===== src/rtl/mmio_uart_tx.sv =====
// mmio_uart_tx: memory-mapped 8N1 UART transmitter with a TX FIFO.
// Register window of four words at BASE_ADDR: TXDATA, STATUS, CTRL, DIVISOR.
// Bytes stored to TXDATA are queued and shifted out LSB first on tx.
module mmio_uart_tx #(
  parameter logic [31:0] BASE_ADDR   = 32'h0000_1000,
  parameter int unsigned FIFO_DEPTH  = 8,
  parameter logic [15:0] DEFAULT_DIV = 16'd15
) (
  input  logic        clk,
  input  logic        rst,
  input  logic [31:0] a,
  input  logic [3:0]  mask,
  input  logic        we,
  input  logic [31:0] wd,
  output logic [31:0] rd,
  output logic        hit,
  output logic        tx
);

  localparam int unsigned PTR_W = $clog2(FIFO_DEPTH);
  localparam int unsigned CNT_W = PTR_W + 1;

  typedef enum logic [1:0] {
    S_IDLE  = 2'd0,
    S_START = 2'd1,
    S_DATA  = 2'd2,
    S_STOP  = 2'd3
  } state_e;

  // Register state
  logic [7:0]       mem_q [FIFO_DEPTH];
  logic [7:0]       mem_d [FIFO_DEPTH];
  logic [PTR_W-1:0] wr_ptr_q, wr_ptr_d;
  logic [PTR_W-1:0] rd_ptr_q, rd_ptr_d;
  logic [CNT_W-1:0] count_q, count_d;
  logic             ovf_q, ovf_d;
  logic             en_q, en_d;
  logic [15:0]      div_q, div_d;
  state_e           state_q, state_d;
  logic [7:0]       shift_q, shift_d;
  logic [2:0]       bit_cnt_q, bit_cnt_d;
  logic [15:0]      clk_cnt_q, clk_cnt_d;
  logic             tx_q, tx_d;

  // Decode and status helpers
  logic [1:0]       sel_s;
  logic             wr_s;
  logic             push_req_s;
  logic             push_acc_s;
  logic             pop_s;
  logic             full_s;
  logic             empty_s;
  logic             busy_s;
  logic             ovf_clr_s;
  logic [31:0]      status_s;

  // Store mask, byte offset and upper store data are not needed by this block
  logic             unused_s;
  assign unused_s = &{1'b0, mask, a[1:0], wd[31:16]};

  // Address decode and register-side status
  always_comb begin
    hit        = (a[31:4] == BASE_ADDR[31:4]);
    sel_s      = a[3:2];
    wr_s       = hit && we;
    full_s     = (count_q == CNT_W'(FIFO_DEPTH));
    empty_s    = (count_q == CNT_W'(0));
    busy_s     = (state_q != S_IDLE);
    push_req_s = wr_s && (sel_s == 2'd0);
    ovf_clr_s  = wr_s && (sel_s == 2'd1) && wd[3];
    status_s   = {16'd0, 8'(count_q), 4'd0, ovf_q, busy_s, empty_s, full_s};
  end

  // Combinational read mux, zero outside the window
  always_comb begin
    rd = 32'd0;
    if (hit) begin
      case (sel_s)
        2'd0:    rd = 32'd0;
        2'd1:    rd = status_s;
        2'd2:    rd = {31'd0, en_q};
        2'd3:    rd = {16'd0, div_q};
        default: rd = 32'd0;
      endcase
    end else begin
      rd = 32'd0;
    end
  end

  // Serialiser next state; pops the FIFO when a new frame starts
  always_comb begin
    state_d   = state_q;
    shift_d   = shift_q;
    bit_cnt_d = bit_cnt_q;
    clk_cnt_d = clk_cnt_q;
    tx_d      = tx_q;
    pop_s     = 1'b0;
    case (state_q)
      S_IDLE: begin
        if (en_q && !empty_s) begin
          pop_s     = 1'b1;
          shift_d   = mem_q[rd_ptr_q];
          tx_d      = 1'b0;
          clk_cnt_d = div_q;
          state_d   = S_START;
        end else begin
          tx_d    = 1'b1;
          state_d = S_IDLE;
        end
      end
      S_START: begin
        if (clk_cnt_q == 16'd0) begin
          tx_d      = shift_q[0];
          shift_d   = {1'b0, shift_q[7:1]};
          bit_cnt_d = 3'd0;
          clk_cnt_d = div_q;
          state_d   = S_DATA;
        end else begin
          clk_cnt_d = clk_cnt_q - 16'd1;
        end
      end
      S_DATA: begin
        if (clk_cnt_q == 16'd0) begin
          clk_cnt_d = div_q;
          if (bit_cnt_q == 3'd7) begin
            tx_d    = 1'b1;
            state_d = S_STOP;
          end else begin
            tx_d      = shift_q[0];
            shift_d   = {1'b0, shift_q[7:1]};
            bit_cnt_d = bit_cnt_q + 3'd1;
          end
        end else begin
          clk_cnt_d = clk_cnt_q - 16'd1;
        end
      end
      S_STOP: begin
        if (clk_cnt_q == 16'd0) begin
          // Back-to-back frames: next start bit follows the stop bit directly
          if (en_q && !empty_s) begin
            pop_s     = 1'b1;
            shift_d   = mem_q[rd_ptr_q];
            tx_d      = 1'b0;
            clk_cnt_d = div_q;
            state_d   = S_START;
          end else begin
            tx_d    = 1'b1;
            state_d = S_IDLE;
          end
        end else begin
          clk_cnt_d = clk_cnt_q - 16'd1;
        end
      end
      default: begin
        tx_d    = 1'b1;
        state_d = S_IDLE;
      end
    endcase
  end

  // FIFO, overflow and control register next state
  always_comb begin
    mem_d    = mem_q;
    wr_ptr_d = wr_ptr_q;
    rd_ptr_d = rd_ptr_q;
    // A push into a full FIFO is still accepted when a pop frees a slot on the same edge
    push_acc_s = push_req_s && (!full_s || pop_s);
    if (push_acc_s) begin
      mem_d[wr_ptr_q] = wd[7:0];
      wr_ptr_d        = wr_ptr_q + PTR_W'(1);
    end else begin
      wr_ptr_d = wr_ptr_q;
    end
    if (pop_s) begin
      rd_ptr_d = rd_ptr_q + PTR_W'(1);
    end else begin
      rd_ptr_d = rd_ptr_q;
    end
    case ({push_acc_s, pop_s})
      2'b10:   count_d = count_q + CNT_W'(1);
      2'b01:   count_d = count_q - CNT_W'(1);
      default: count_d = count_q;
    endcase
    // Setting overflow takes priority over a same-edge clear
    if (push_req_s && !push_acc_s) begin
      ovf_d = 1'b1;
    end else if (ovf_clr_s) begin
      ovf_d = 1'b0;
    end else begin
      ovf_d = ovf_q;
    end
    if (wr_s && (sel_s == 2'd2)) begin
      en_d = wd[0];
    end else begin
      en_d = en_q;
    end
    if (wr_s && (sel_s == 2'd3)) begin
      div_d = wd[15:0];
    end else begin
      div_d = div_q;
    end
  end

  // FIFO storage; contents need no reset since pointers define validity
  always_ff @(posedge clk) begin
    mem_q <= mem_d;
  end

  // Control, pointer and serialiser state with synchronous reset
  always_ff @(posedge clk) begin
    if (rst) begin
      wr_ptr_q  <= '0;
      rd_ptr_q  <= '0;
      count_q   <= '0;
      ovf_q     <= 1'b0;
      en_q      <= 1'b1;
      div_q     <= DEFAULT_DIV;
      state_q   <= S_IDLE;
      shift_q   <= 8'd0;
      bit_cnt_q <= 3'd0;
      clk_cnt_q <= 16'd0;
      tx_q      <= 1'b1;
    end else begin
      wr_ptr_q  <= wr_ptr_d;
      rd_ptr_q  <= rd_ptr_d;
      count_q   <= count_d;
      ovf_q     <= ovf_d;
      en_q      <= en_d;
      div_q     <= div_d;
      state_q   <= state_d;
      shift_q   <= shift_d;
      bit_cnt_q <= bit_cnt_d;
      clk_cnt_q <= clk_cnt_d;
      tx_q      <= tx_d;
    end
  end

  assign tx = tx_q;

endmodule


===== config.mk =====
export PLATFORM = sky130hd
export DESIGN_NAME = mmio_uart_tx
export DESIGN_NICKNAME = d
export VERILOG_FILES = /design/src/rtl/mmio_uart_tx.sv
export SDC_FILE = /design/constraint.sdc
export NUM_CORES = 1
export LEC_CHECK = 0
export CORE_MARGIN = 1
export CORE_UTILIZATION = 53
export CTS_CLUSTER_SIZE = 30
export DETAILED_ROUTE_END_ITERATION = 16
export HOLD_SLACK_MARGIN = 0.15
export PLACE_DENSITY = 0.8
export SYNTH_ARGS = -nofsm -noshare
export SYNTH_HDL_FRONTEND = slang
export SYNTH_SLANG_ARGS = --single-unit

===== constraint.sdc =====
create_clock -name clk -period 3.3 [get_ports clk]
set_input_delay 0.495 -clock clk [delete_from_list [all_inputs] [get_ports clk]]
set_output_delay 0.495 -clock clk [all_outputs]
set_load 0.005 [all_outputs]

Word-level counts from Yosys, hierarchy flattened:

Index checks and enable logic that the tools add are counted.

* register bits: 122
* output and inout bits: 34
* word-level logic and storage cells: 113

* add/sub/neg operators: 6
* order comparisons: 3
* eq/ne operators: 16
* multiplexer cells: 40
* bitwise gates (word level): 2
* reductions and logical operators: 27

Operators by type and width (count)
* 32-bit one-hot mux with 4 select lines: 1
* 64-bit bitwise mux: 1
* 8-bit 2-to-1 mux: 8
* 16-bit 2-to-1 mux: 3
* 16-bit one-hot mux with 3 select lines: 1
* 32-bit 2-to-1 mux: 1
* 8-bit one-hot mux with 4 select lines: 1
* 28-bit by 9-bit equality test with 1-bit output (second input constant): 1
* 8-bit binary-select mux with 3-bit select: 1
* 8-bit demux with 3-bit select: 1
* 16-bit zero test: 1
* 16-bit by 1-bit subtractor with 16-bit output (second input constant): 1
* 4-bit AND reduction: 3
* 2-bit equality test (second input constant): 5
* 1-bit logical AND: 10
* 1-bit 2-to-1 mux: 10
* 2-bit != test (second input constant): 5
* 3-bit by 1-bit adder with 3-bit output (second input constant): 3
* 3-bit 2-to-1 mux: 3
* 4-bit greater-or-equal comparator (second input constant): 2
* 2-bit 2-to-1 mux: 4
* 3-bit inverter with 4-bit output: 2
* 2-bit one-hot mux with 4 select lines: 1
* 4-bit one-hot mux with 2 select lines: 1
* 16 further kinds: 24

Logic depth before layout (Yosys ltp):

Gate-level depths: netlist of the first run.

* word-level depth: 11
* gate-level depth with buffers: 13

Worst setup path before layout of the first run:

OpenSTA, ideal clock, no wires.

* kind: flip-flop to flip-flop
* start: reg state_q[0]
* end: reg count_q[3]
* library setup time: 0.070 ns
* arrival: 2.843 ns
* setup slack: 0.386 ns
* stages on the path, launching flop included: 14
* path buffers: 1
* period minus slack after synthesis: 2.914 ns
* cells stage by stage: dfxtp_1 ha_1 bufbuf_16 and4bb_2 and4_4 o311a_2 nand2_1 ha_1 ha_1 a21o_1 a21oi_1 xnor2_1 or3_1 a21oi_1

* cells in the longest elaborated chain, start to end: 6
* elaborated cells on any way between the ends: 9

Ends and longest elaborated chain
* start: declaration: line 39 `state_e state_q, state_d;`
* start signal: assignment: line 230 `state_q <= state_d;`
* 2-bit equality test or 2-bit zero test (tied branches): line 98 `case (state_q)`
* 1-bit one-hot mux with 2 select lines *: line 98
* 1-bit logical OR: line 167 `push_acc_s = push_req_s && (!full_s || pop_s);`
* 1-bit logical AND: line 167
* 2-bit by 1-bit equality test with 1-bit output or 2-bit equality test (tied branches): line 179 `case ({push_acc_s, pop_s})`
* 4-bit one-hot mux with 2 select lines or 2-bit nonzero test (tied branches)
* end signal: assignment: line 226 `count_q <= count_d;`
* end: declaration: line 35 `logic [CNT_W-1:0] count_q, count_d;`

Mark *: on every way between the ends. The rest lies on a longest branch, timed or not.
A chain may end at the register's enable or synchronous reset.

Final worst setup path of the first run:

* start: in a[14]
* end: out rd[3]

* cells in the longest elaborated chain, start to end: 2

Ends and longest elaborated chain
* start: declaration: line 11 `input logic [31:0] a,`
* 28-bit by 9-bit equality test with 1-bit output: line 63 `hit = (a[31:4] == BASE_ADDR[31:4]);`
* 32-bit 2-to-1 mux: line 77 `if (hit) begin`
* end: declaration: line 15 `output logic [31:0] rd,`

Every way passes these cells.

==> metrics, run 1 <==
outcome=finished, final reports clean; fillers=783; Synth Flop Type=edfxtp_1; CTS tree=built; most common cell after layout, fill and taps aside=clkdlybuf4s50_1; global-route wire length before repair=22.9 mm; buffer and inverter count on the worst path=3; RSZ-0062 raised after global routing=false; FP Rows=39; area growth from synthesis to layout=22.3%; CTS Hold Bufs=0; number of diodes=0; CP peak stage delay=0.53 ns; Setup Crit Path Kind=input port to output port; Worst Setup End Kind=output port; I/O pin cnt=105; Util after Layout=0.663; CP top delay family=simple AND/OR/NAND/NOR gates; crit path max fanout=8; power density cells=472 nW/um2; Detail Route Antenna Nets=0; most frequent cells in the layout=clkdlybuf4s50_1 (66), edfxtp_1 (64), dfxtp_1 (57); layout cells sized above 1=0.158; cell area after synthesis=6160 um2; Final Skew=0.0106 ns; Final #Nets=695; Yosys top cell area share=0.312; Cells after Synth=532; post-synthesis simple-gate area fraction=0.152; Routed Wire Length=14.7 mm; most numerous cell on the critical path=clkdlybuf4s50_1; vias post-DR=4,647; grt ovf=0; Post-synth EDFFs=64; # clock sinks=122; adder-cell share of the synthesized area=0.0317; top post-synthesis cells by area=edfxtp_1 (31%), dfxtp_1 (19%), mux4_2 (5.8%); gpl congestion=0.918; Pleak=2.73 nW; Slew Limit Fails=0; slowest CP cell=clkdlybuf4s50_1; peak supply drop=0.289 mV; Die Y=110 um; largest net degree at the start of global routing=41; clk slew on worst S/H paths=0.06 ns; synthesized-area fraction occupied by xor and xnor cells=0.0185; mux cell area share after synthesis=0.108; TritonCTS buffer count=17; fin crit share=0.963; die area=12,100 um2; vias in the first global route=4,532; multi-input logic area=2780 um2; crit path cell chain=clkdlybuf4s50_1 -> nor4_1 -> and4_1 -> buf_4 -> nand3_1 -> nor2_1 -> clkdlybuf4s50_1; Reg area=3080 um2; Yosys cell types=79; Max-Slew Margin vs Limit=0.302; core area=11,400 um2; Initial Utilization=0.542; Setup-failing EPs final=0; DRC violations left=0; MaxCap Viol Count=0; post-DP HPWL=approximately 9.5 mm; asr flop ratio synth=0; placed cell areas=roughly 7000 um2; main combinational cell family by area after synthesis=simple AND/OR/NAND/NOR gates; fmax=between 300 and 400 MHz; syn avg cell area=11.6 um2; Synth Warn #=0; Final Cell Area=7530 um2; synthesized flop and latch total=around 120; CTS root buffer=clkbuf_16; CP startpoint kind=input port; Skew-Pair Late Insertion Delay=0.41 ns; Synth area leader=edfxtp_1; DR vias/cell=6.07; Clock Path Buffers=2; Global Route Usage Sum=0.258; Chip Width=~110 um; sequential area share after synthesis=0.500; DRT Pass-1 Iters=6; total negative slack=0 ns; H-tree levels=4; Required @ worst endpoint=2.80 ns; post-synthesis compound-gate area fraction=0.127; final hold vios=0; Worst Path Arrival=between 2 and 3 ns; wire per inst=around 19 um; min Tclk post-route=approximately 3.2 ns; Worst Hold Class=register to register; worst-margin pin slew=1.04 ns; Buffers on Ports=between 60 and 70; DR iter-0 viols=425; initial antenna violation count=0
worst paths after layout:
| kind | startpoint | endpoint | slack [ns] | depth (start not counted) |
|---|---|---|---|---|
| worst max register to register | clk_cnt_q[0] | count_q[3] | 0.24 | 13 |
| worst min register to register | shift_q[1] | shift_q[1] | 0.49 | 1 |
| worst min-delay path | shift_q[1] | shift_q[1] | 0.49 | 1 |
| worst max-delay path | a[14] | rd[3] | 0.12 | 7 |
routing by layer:
| metal | vias up | part of all wire | routed length [um] | global-route usage |
|---|---|---|---|---|
| li1 | 2136 | - | - | - |
| met1 | 2258 | 0.41 | 6080 | 0.341 |
| met2 | 223 | 0.50 | 7280 | 0.419 |
| met3 | 30 | 0.068 | 1000 | 0.0622 |
| met4 | 0 | 0.021 | 301 | 0.0781 |
| met5 | - | 0 | 0 | 0 |
stage by stage:
stage,std cells,worst slack (ns),hold slack [ns],power (W)
floorplan,547,0.386,0.443,0.00167
global placement,733,0.106,0.457,0.00173
detailed placement,733,0.00719,0.468,0.00174
CTS,765,0.113,0.485,0.00355
global route,765,0.0179,0.512,0.00364
finish,765,0.122,0.488,0.00355
state kept, by name, indices dropped and copies added, names as in the netlist:
register and cells:
rd_ptr_q 3, wr_ptr_q 3, div_q 16, shift_q 8
tx 1, ovf_q 1, mem_q 64, en_q 1
state_q 2, bit_cnt_q 3, clk_cnt_q 16, count_q 4
final cells by class:
type                       instances  share of cell area
clock inverter                    15              0.0223
multi-input combinational        363               0.369
tap                              143              0.0238
clock buffer                      17              0.0565
timing repair buffer              91               0.113
sequential                       122               0.409
inverter                          14             0.00698
synthesized netlist by cell type, types with 2 or more instances:
master	instances
edfxtp_1	64
dfxtp_1	58
nor2_1	54
nand2_1	29
mux2i_1	28
a21oi_1	23
o21ai_0	21
buf_4	16
mux4_2	16
clkbuf_1	15
ha_1	14
inv_1	14
and3_1	13
a22o_1	10
nand3_1	10
a221o_1	9
nor3_1	9
nor4_1	8
buf_2	7
xor2_1	7
xnor2_1	6
a21o_1	5
nand2b_1	5
nand4_1	5
nor2b_1	5
o31ai_1	5
a211o_1	4
nor4_4	4
and2_1	3
clkbuf_8	3
nor3b_1	3
o21bai_1	3
buf_1	2
buf_6	2
clkbuf_2	2
nand4b_1	2
nor4b_1	2
o2111ai_1	2
o211ai_1	2
o221ai_1	2
or3_1	2
worst register-to-register path, delay by kind of cell (launching register included):
family	cells	cell delay, ns
XOR/XNOR	1	0.11
adder cells (fa/ha/maj)	3	0.64
flip-flops	1	0.38
buffers and inverters	1	0.09
AND/OR/NAND/NOR	4	0.85
AO/OA/AOI/OAI	4	0.92
cells by family (layout without fill, tap and decap cells):
group / count (synthesis) / in the layout
buffers and inverters: 62 / 137
other: 1 / 16
AO/OA/AOI/OAI: 105 / 105
multiplexers: 46 / 46
AND/OR/NAND/NOR: 168 / 168
XOR/XNOR: 13 / 13
flip-flops: 122 / 122
adder cells (fa/ha/maj): 15 / 15
where the power goes:
part           total (W)  internal, W  switching (W)
clock            0.00185      0.00113       0.000719
sequential       0.00159      0.00159  0.00000000991
combinational   0.000112    0.0000599      0.0000522
what timing repair did:
action | 4_1_cts | 5_1_grt
buffers inserted | 0 | 0
gates resized for setup | 0 | 4
setup endpoints to repair | 0 | 10
No activity file was read; power rests on OpenSTA's default activity.
==> inputs of run 2 (changes only) <==
- CTS_BUF_LIST: unset -> sky130_fd_sc_hd__clkbuf_8 sky130_fd_sc_hd__clkbuf_16
==> results of run 2 <==
The final DEF is identical to that of run 1; final timing and power are the same.
==> inputs of run 3 (changes only) <==
- ABC_AREA: unset -> 0
- CORE_UTILIZATION: 53 -> 64
- CTS_CLUSTER_SIZE: 30 -> 25
- DONT_BUFFER_PORTS: unset -> 1
==> run 3 against run 2 <==
Cell area decreased by 7.8%. First-iteration DRC count shrank 20%. Critical path depth rose by 5. Worst setup slack improved by 0.10 ns. Clock skew decreased by 0.0017 ns. Final cell count down 9.0%. Die area fell by 17%. Hold slack got worse by 0.29 ns. Largest power group unchanged. Highest routed layer unchanged.
==> metrics, run 3 (synthesis results as in run 1) <==
outcome=finished, final reports clean; Clock Path Buffers=2; CTS root buffer=clkbuf_8; placed cell areas=6200 um2; vias post-DR=4,374; Final #Nets=640; CTS tree=built; grt ovf=0; worst setup path startpoint=state_q[0]; Post-Place Cells=647; Detail Route Antenna Nets=0; worst-margin pin slew=1.08 ns; slowest CP cell=dfxtp_1; clock share of power=0.518; R2R cell count=12; clk slew on worst S/H paths=around 0.060 ns; I/O pin cnt=about 110; Global Route Usage Sum=0.301; Setup Crit Path Kind=register to register; Final Cell Area=6950 um2; fillers=~600; crit path cell chain=inv_1 -> ha_1 -> o21ai_0 -> o311a_2 -> nand2_1 -> ha_1 -> ha_1 -> a21o_1 -> a21oi_1 -> xnor2_1 -> or3_1 -> a21oi_1; TritonCTS buffer count=17; non-filler cells, final=696; FP Rows=35; Initial Utilization=0.664; Chip Width=100 um; Largest Register=mem_q; Net Sw Frac=0.230; final hold vios=0; vias in the first global route=4,311; most common cell after layout, fill and taps aside=edfxtp_1; most frequent cells in the layout=edfxtp_1 (64), dfxtp_1 (58), nor2_1 (54); Worst Path Arrival=3.53 ns; post-DP HPWL=8.86 mm; wire per inst=approximately 20 um; Routed Wire Length=between 10 and 15 mm; MaxCap Viol Count=0; fin crit share=0.931; Slew Limit Fails=0; Final Power=0.00344 W; fmax=325 MHz; Worst Setup EP=count_q[3]; peak supply drop=0.386 mV; number of diodes=0; max reg flops=between 60 and 70; Final Skew=0.00890 ns; gpl congestion=0.906; Required @ worst endpoint=3.76 ns; power density cells=between 400 and 500 nW/um2; area growth from synthesis to layout=12.8%; Hold WS=approximately 0.20 ns; largest net degree at the start of global routing=36; CTS resizes=0; CP peak stage delay=0.39 ns; most numerous cell on the critical path=ha_1; die area=10,000 um2; Reg2Reg Setup Slack=0.23 ns; top flop regs=mem_q x64, clk_cnt_q x16, div_q x16; FF-to-FF Start=state_q[0]; global-route wire length before repair=between 20 and 25 mm; total negative slack=0 ns; Sw Pwr=0.000790 W; min Tclk post-route=3.07 ns; DR iter-0 viols=340; CP startpoint kind=register; Worst Setup End Kind=register; logic gate share of total power=0.018; Die Y=approximately 100 um; Setup-failing EPs final=0; Buffers on Ports=0; Worst Hold Class=input port to register; core area=9280 um2; layout cells sized above 1=0.157; DRT Pass-1 Iters=5; crit path max fanout=4; # clock sinks=122; worst flop-to-flop path endpoint=count_q[3]; Max-Slew Margin vs Limit=0.274; sequential share of power=0.464; DR vias/cell=between 6 and 7; Pleak=2.51 nW; H-tree levels=4; Pint=0.00265 W; RSZ-0062 raised after global routing=false; DRC violations left=0; Skew-Pair Late Insertion Delay=about 0.53 ns; initial antenna violation count=0
## run 3: power groups by stage
stage	logic [W]	registers (W)	clock network, W
after floorplan	0.0000430	0.00163	0
after global placement	0.0000234	0.00163	0
after detailed placement	0.0000238	0.00163	0
after CTS	0.0000605	0.00159	0.00180
after global routing	0.0000674	0.00159	0.00186
final	0.0000623	0.00159	0.00178
## run 3: what timing repair did
item                                   in CTS  in global routing
hold buffers                               17                  0
buffers inserted                            0                  0
endpoints found under the hold margin      99                  0
## run 3: cell type report
class                      count  area (um2)  share of cell area
multi-input combinational    363        2760               0.398
clock inverter                15         153              0.0220
tap                          129         161              0.0232
clock buffer                  17         414              0.0596
inverter                      14        52.6             0.00756
timing repair buffer          36         323              0.0465
sequential                   122        3080               0.444
## run 3: per-stage QoR
step	setup WS [ns]	utilization
final	0.227	0.749
after global routing	0.0811	0.749
after CTS	0.241	0.749
after detailed placement	0.294	0.668
after global placement	0.380	0.668
after floorplan	0.386	-
## run 3: worst min path at each step
stage                     startpoint            to  cells after the start
after floorplan           shift_q[6]    shift_q[6]                      1
final                            rst  clk_cnt_q[1]                      2
after global placement         ovf_q         ovf_q                      2
after detailed placement  shift_q[1]    shift_q[1]                      1
after global routing             rst  clk_cnt_q[1]                      2
after CTS                        rst  clk_cnt_q[1]                      2
## run 3: metal layers
layer	vias to the layer above	routed length [um]	GRT usage
met3	18	900	0.0759
met5	-	0	0
met2	171	6790	0.488
li1	2028	-	-
met1	2157	5980	0.397
met4	0	191	0.105
## run 3: worst max-delay path, delay by kind of cell, from the launching register on
kind | cells | cell delay (ns)
AO/OA/AOI/OAI | 5 | 1.15
flip-flops | 1 | 0.39
buffers and inverters | 1 | 0.11
adder cells (fa/ha/maj) | 3 | 0.90
AND/OR/NAND/NOR | 2 | 0.36
XOR/XNOR | 1 | 0.10
